## config.mk

```make
export PLATFORM = sky130hd
export DESIGN_NAME = instr_fetch
export DESIGN_NICKNAME = d
export VERILOG_FILES = /design/src/rtl/instr_fetch_pkg.sv /design/src/rtl/fetch_fifo.sv /design/src/rtl/instr_fetch.sv
export SDC_FILE = /design/constraint.sdc
export NUM_CORES = 1
export LEC_CHECK = 0
export CORE_MARGIN = 2
export CORE_UTILIZATION = 45
export DETAILED_ROUTE_END_ITERATION = 10
export PLACE_DENSITY = 0.85
export SLEW_MARGIN = 20
export SYNTH_ARGS = -nofsm -noshare
export SYNTH_HDL_FRONTEND = slang
export SYNTH_SLANG_ARGS = --single-unit
```

## constraint.sdc

```tcl
create_clock -name clk -period 3.9 [get_ports clk]
set_clock_uncertainty 0.2 [all_clocks]
set_input_delay 0.39 -clock clk [delete_from_list [all_inputs] [get_ports clk]]
set_output_delay 0.39 -clock clk [all_outputs]
set_load 0.02 [all_outputs]
```

## src/rtl/instr_fetch_pkg.sv

```systemverilog
// Shared types and constants for the instruction fetch stage.
package instr_fetch_pkg;

    typedef enum logic [1:0] {
        FETCH = 2'd0,
        WAIT  = 2'd1,
        DROP  = 2'd2
    } fetch_state_t;

    localparam logic [31:0] NOP        = 32'h0000_0013;
    localparam int          FIFO_DEPTH = 2;

endpackage

```

## src/rtl/fetch_fifo.sv

```systemverilog
// Shift-register FIFO; entry 0 is always the head, so the head is a plain register read.
module fetch_fifo #(
    parameter int WIDTH = 8,
    parameter int DEPTH = 2
) (
    input  logic                         clk,
    input  logic                         reset,
    input  logic                         flush,
    input  logic                         push,
    input  logic [WIDTH-1:0]             push_data,
    input  logic                         pop,
    output logic [WIDTH-1:0]             head,
    output logic [$clog2(DEPTH+1)-1:0]   count
);
    localparam int CW = $clog2(DEPTH+1);
    localparam int AW = $clog2(DEPTH);

    logic [WIDTH-1:0] mem [DEPTH];
    logic [CW-1:0]    count_ap;
    logic [AW-1:0]    wr_idx;
    logic             pop_ok;

    assign pop_ok   = pop && (count != '0);
    assign count_ap = count - CW'(pop_ok);
    assign wr_idx   = AW'(count_ap);
    assign head     = mem[0];

    always_ff @(posedge clk) begin
        if (reset) begin
            count <= '0;
            for (int i = 0; i < DEPTH; i++) mem[i] <= '0;
        end else if (flush) begin
            count <= '0;
        end else begin
            if (pop_ok)
                for (int i = 0; i < DEPTH - 1; i++) mem[i] <= mem[i+1];
            // write lands after the shift, so a same-cycle push/pop fills the freed slot
            if (push && (count_ap < CW'(DEPTH))) begin
                mem[wr_idx] <= push_data;
                count       <= count_ap + CW'(1);
            end else begin
                count <= count_ap;
            end
        end
    end

endmodule

```

## src/rtl/instr_fetch.sv

```systemverilog
// Fetch stage: one outstanding imem read, 2-entry output queue, flush-safe response dropping.
module instr_fetch
    import instr_fetch_pkg::*;
#(
    parameter int INS_ADDRESS = 9,
    parameter int PC_WIDTH    = 32,
    parameter int INSTR_WIDTH = 32
) (
    input  logic                   clk,
    input  logic                   reset,
    input  logic [PC_WIDTH-1:0]    pc,
    output logic                   pc_advance,
    output logic                   imem_req,
    output logic [INS_ADDRESS-1:0] imem_addr,
    input  logic                   imem_rvalid,
    input  logic [INSTR_WIDTH-1:0] imem_rdata,
    input  logic                   flush,
    input  logic                   id_ready,
    output logic                   if_valid,
    output logic [INSTR_WIDTH-1:0] if_instr,
    output logic [PC_WIDTH-1:0]    if_pc,
    output logic                   if_misalign
);
    localparam int EW = PC_WIDTH + INSTR_WIDTH + 1;
    localparam int CW = $clog2(FIFO_DEPTH + 1);

    fetch_state_t          state, state_nxt;
    logic [PC_WIDTH-1:0]   req_pc;
    logic [CW-1:0]         count, count_ap;
    logic                  push, pop;
    logic [EW-1:0]         head;

    assign if_valid  = (count != '0);
    assign pop       = if_valid && id_ready && !flush;
    assign count_ap  = count - CW'(pop);
    assign push      = (state == WAIT) && imem_rvalid && !flush;
    assign imem_addr = pc[INS_ADDRESS+1:2];

    always_ff @(posedge clk) begin
        if (reset) state <= FETCH;
        else       state <= state_nxt;
    end

    always_ff @(posedge clk) begin
        if (reset)         req_pc <= '0;
        else if (imem_req) req_pc <= pc;
    end

    always_comb begin
        state_nxt = state;
        case (state)
            FETCH: if (imem_req) state_nxt = WAIT;
            // a flush racing the response drops it and skips DROP
            WAIT:  if (flush)            state_nxt = imem_rvalid ? FETCH : DROP;
                   else if (imem_rvalid) state_nxt = FETCH;
            DROP:  if (imem_rvalid) state_nxt = FETCH;
            default: state_nxt = FETCH;
        endcase
    end

    always_comb begin
        imem_req = 1'b0;
        if (!reset && (state == FETCH) && !flush && (count_ap < CW'(FIFO_DEPTH)))
            imem_req = 1'b1;
    end

    assign pc_advance = imem_req;

    fetch_fifo #(
        .WIDTH (EW),
        .DEPTH (FIFO_DEPTH)
    ) u_fifo (
        .clk       (clk),
        .reset     (reset),
        .flush     (flush),
        .push      (push),
        .push_data ({req_pc, imem_rdata, (req_pc[1:0] != 2'b00)}),
        .pop       (pop),
        .head      (head),
        .count     (count)
    );

    assign if_pc       = head[EW-1 -: PC_WIDTH];
    assign if_instr    = head[INSTR_WIDTH:1];
    assign if_misalign = head[0];

endmodule

```

Word level (Yosys, flattened, before mapping)
Memories as Yosys holds them, arrays and structs flattened. Cells that the tools add are included.

Divide/modulo/power cells: 0. Reduce and logical (&&, ||, !) cells: 16. Bitwise gates (word level): 1. Add/subtract/negate cells: 3. Equality and inequality tests: 3. Multiply operators: 0. Mux-type cells: 21. Shift operators: 0. Magnitude comparators: 2.

Operators by type and width (count): 2-to-1 mux 65 bit (2); OR reduction 65 bit (1); 2-to-1 mux 1 bit (13); 2-to-1 mux 2 bit (5); logical AND 1 bit (9); one-hot mux 2 bit (3 select lines) (1); < comparator 2 bit, second input constant (2); nonzero test 2 bit (2); subtractor 2 x 1 -> 2 bit (2); adder 2 x 1 -> 2 bit, second input constant (1); equality test 2 x 1 -> 1 bit, second input constant (1); equality test 2 bit, second input constant (1); logical NOT 1 bit (2); logical NOT 2 bit (1); != test 2 bit, second input constant (1); OR reduction 2 bit (1); OR 1 bit (1).

Bits in latches: 0. Output and inout port bits: 77. Bits of input ports: 69. Memory bits (writable): 130. Bits in registers: 36. Memories: 1. Memory bits (read-only): 0.

Memory list: u_fifo.mem (words 2, width 65, rd ports 2, clocked after memory_dff 0, write ports 2, RTL line fetch_fifo.sv:18) `logic [WIDTH-1:0] mem [DEPTH];`.

Logic depth before layout (Yosys ltp)
Depth in word-level cells: 13. Mapped depth: 9. Mapped depth without buffers: 6.

By module
A second synthesis with hierarchy kept.

Cells, all modules: 441. Area, all modules: 6931.6 sq um.

Modules (own cells, without submodules): fetch_fifo (times used 1, sequential area each 3943.8 sq um, cells an instance 312, area an instance 5338.9 sq um); instr_fetch (times used 1, sequential area each 680.7 sq um, cells an instance 129, area an instance 1592.8 sq um).

Worst setup path after synthesis
OpenSTA, ideal clock, no wires.

Kind: reg2reg. Start: reg u_fifo.count[1]. End: mem u_fifo.mem[0][0] in the netlist's numbering (enable). Data arrival time: 3.174 ns. Path slack: 0.088 ns. Stages on the path, launching flop included: 7. Period minus slack after synthesis: 3.812 ns. Data required time: 3.262 ns. Library setup time: 0.438 ns. Path buffers: 1. Cells stage by stage: dfxtp_1 > o21a_1 > clkbuf_1 > and2b_2 > ha_1 > xnor2_1 > a311o_1.

RTL lines: start, declared (RTL line fetch_fifo.sv:13) `output logic [$clog2(DEPTH+1)-1:0] count`; start signal, assigned (RTL line fetch_fifo.sv:40) `count <= count_ap + CW'(1);`; start signal, assigned (RTL line fetch_fifo.sv:42) `count <= count_ap;`; end, declared (RTL line fetch_fifo.sv:18).

Worst setup path in the final report
Start: in flush. End: out imem_req.

Longest elaborated chain between the ends: 6.

Ends and longest elaborated chain: start, declared (RTL line instr_fetch.sv:17) `input logic flush,`; logical NOT 1 bit * (RTL line instr_fetch.sv:34, instr_fetch.sv:63); logical AND 1 bit (RTL line instr_fetch.sv:34) `assign pop = if_valid && id_ready && !flush;`; subtractor 2 x 1 -> 2 bit (RTL line instr_fetch.sv:35) `assign count_ap = count - CW'(pop);`; < comparator 2 bit (RTL line instr_fetch.sv:63) `if (!reset && (state == FETCH) && !flush && (count_ap < CW'(FIFO_DEPTH)))`; logical AND 1 bit * (RTL line instr_fetch.sv:63); 2-to-1 mux 1 bit * (RTL line instr_fetch.sv:63); end, declared (RTL line instr_fetch.sv:13) `output logic imem_req,`.

Mark *: on every way between the ends. The rest lies on a longest branch, timed or not.

==> impl_metrics.csv <==
group,metric,value,unit
logic_synthesis,syn_area,7316,sq um
detailed_routing,route.detailed.drc,0,
clock_network,root_buffer,"clkbuf_16",
layout,final_common_cell,"clkdlybuf4s50_1",
power_and_ir_drop,power_leakage,3.954,nW
die,dieArea,17290,sq um
sta,fin_ws,0.8807,ns
global_routing,grt_pass1_vias,4757,
placement,post-dp-hpwl,9.032,mm
clock_network,cts_hold_buffers,0,
detailed_routing,ant_nets,0,
layout,fillers,1232,
layout,n_antenna_cell,0,
detailed_routing,vias,4327,
power_and_ir_drop,total_power,3.994,mW
detailed_routing,top_layer,"met5",
die,coreArea,15890,sq um
placement,pre_cts_ws,0.4833,ns
logic_synthesis,yosysSeqAreaShare,63.21,%
clock_network,postCtsSetupBuffers,0,
sta,final_max_slew_viol_count,0,
sta,relSlewSlack,41.07,%
worst_hold_path,worstHoldPathType,"reg2reg",
clock_network,htree_num_levels,4,
die,die_h,131.5,um
sta,fin_crit,3.019,ns
clock_network,clk_latency,0.42,ns
global_routing,grt_max_degree,66,
logic_synthesis,postSynthAreaPerCell,14.66,sq um
detailed_routing,wl_met1,6.497,mm
sta,worstMarginPinSlew,0.8839,ns
setup_path,cp-end-kind,"output pin",
sta,max_clock_freq,0.3312,GHz
detailed_routing,dr_wl_met3,889,um
die,ioPinCount,146,
logic_synthesis,syn_inst,499,
setup_path,crit_required,3.31,ns
layout,layout_common_cells,"clkdlybuf4s50_1, edfxtp_1, mux2_2",
die,chipWidth,131.5,um
layout,fin_nets,695,
power_and_ir_drop,pwr-share-seq,50.7,%
layout,finalNonFillerCells,854,
global_routing,grt_overflow_total,0,
logic_synthesis,synthFlopType,"edfxtp_1",
detailed_routing,wire_per_inst,17.56,um
placement,gp_congestion,0.7670,
sta,hold_viol_final,0,
placement,io_buffers,145,
clock_network,cts_buffers,17,
power_and_ir_drop,p_switching,0.8557,mW
outcome,status,"finished clean",
sta,rsz0062_at_grt,"no",
logic_synthesis,synth_edf_count,130,
layout,drive_gt1_share,22.88,%
logic_synthesis,synth-warning-count,0,
clock_network,cts_sinks,166,
logic_synthesis,ys_ff_latch,166,
sta,setup_viol,0,
power_and_ir_drop,peakVddDrop,0.0003045,V
power_and_ir_drop,p_comb_share,8.9,%
setup_path,path_max_fanout,6,
clock_network,cts_max_path_buffers,2,
setup_path,critPathArrivalTime,2.43,ns
clock_network,cts.clk_slew.worst_paths,0.06,ns
global_routing,grt_usage,18.23,%
power_and_ir_drop,internal-power,3.138,mW
sta,whs,0.3043,ns
die,start_util,46.05,%
global_routing,antenna_found_initial,1,
logic_synthesis,synth_area_leaders,"edfxtp_1, mux2_2, dfxtp_1, mux2_4, and3_1",
detailed_routing,drt_first_pass_iters,4,
clock_network,cts_tree,"done",
detailed_routing,routed_wl,15.00,mm
run,cap_viol_max_count,0,
detailed_routing,wl_met2,7.445,mm
setup_path,start_kind,"primary input",
layout,syn_to_final_growth,28.94,%
setup_path,r2r_slack,0.96,ns
global_routing,grt_pass1_wl,24.61,mm
setup_path,worstSetupPathType,"in2out",
die,rows,46,
clock_network,cts_resized,0,
detailed_routing,drt_iter0_markers,240,
logic_synthesis,yosysUniqueCellTypes,36,
logic_synthesis,synth_nets,569,
logic_synthesis,yosysTopAreaCellShare,53.36,%
detailed_routing,via_per_inst,5.067,
placement,placedCellCount,822,
power_and_ir_drop,p_sw_share,21.43,%
power_and_ir_drop,p_per_area,423.4,nW/um^2
logic_synthesis,synth_area_leader_cell,"edfxtp_1",
power_and_ir_drop,power_frac_clock,40.3,%
sta,post-route-period-util,77.42,%
logic_synthesis,async_flop_share,0,%
sta,fin_setup_tns,0,ns
[power groups by stage]
stage               Clock (mW)  Sequential [mW]  Combinational (mW)
floorplan                    0             2.10               0.142
global placement             0             2.06               0.352
detailed placement           0             2.06               0.358
CTS                       1.64             2.03               0.360
global route              1.72             2.04               0.377
finish                    1.61             2.03               0.356
[sequential cells by signal (all words and copies together) (netlist names)]
register,cells
u_fifo.count,2
req_pc,32
u_fifo.mem,130
state,2
[metrics by stage]
stage,cell area [sq um],utilization [%]
6_report,9433,59.38
5_1_grt,9433,59.38
4_1_cts,9433,59.38
3_5_place_dp,8861,55.78
3_3_place_gp,8861,55.78
2_1_floorplan,7316,-
[cell type report]
class / instances / area [sq um] / share of cell area (%)
clock inverter: 10 / 76.32 / 0.8091
multi-input combinational: 284 / 2424 / 25.69
timing repair buffer: 153 / 1531 / 16.24
inverter: 3 / 11.26 / 0.1194
tap: 216 / 270.3 / 2.865
clock buffer: 22 / 495.5 / 5.253
sequential: 166 / 4624 / 49.03
[metal layers]
layer | GRT usage (%) | up-vias
met1 | 22.63 | 2124
met2 | 30.48 | 147
li1 | - | 2041
met3 | 5.710 | 13
met4 | 5.676 | 2
met5 | 0 | -
[final timing paths]
kind         cells past startpoint                  startpoint                    endpoint
max                              5                       flush                    imem_req
min                              1       state[1]$_SDFFE_PP0P_       state[0]$_SDFFE_PP0P_
max reg2reg                      7  u_fifo.count[1]$_SDFF_PP0_  u_fifo.mem[0][9]$_DFFE_PP_
min reg2reg                      1       state[1]$_SDFFE_PP0P_       state[0]$_SDFFE_PP0P_
[cells by family (layout without fill, tap and decap cells)]
logic type               count (synthesis)  in the layout  share of synthesized area [%]
AO/OA/AOI/OAI                            8              8                         0.8894
XOR/XNOR                                 1              1                         0.1197
adder cells (fa/ha/maj)                  1              1                         0.1710
buffers and inverters                   49            188                          3.934
flip-flops                             166            166                          63.21
multiplexers                            97             97                          16.40
AND/OR/NAND/NOR                        177            177                          15.27
[cells in the mapped netlist, drive strengths merged (2+ instances only)]
library cell  instances
buf                  23
edfxtp              130
nand2b                2
dfxtp                36
and2                 64
inv                   3
nor2                  3
a21oi                 2
clkbuf               23
and3                 65
nor2b                33
or2                   2
mux2                 96
[critical path, stage by stage]
cell and delay, ns:
clkdlybuf4s50_1 0.53, or2_4 0.32, a2111o_2 0.50, inv_1 0.09, clkdlybuf4s50_1 0.60
(Power assumes the default switching activity.)
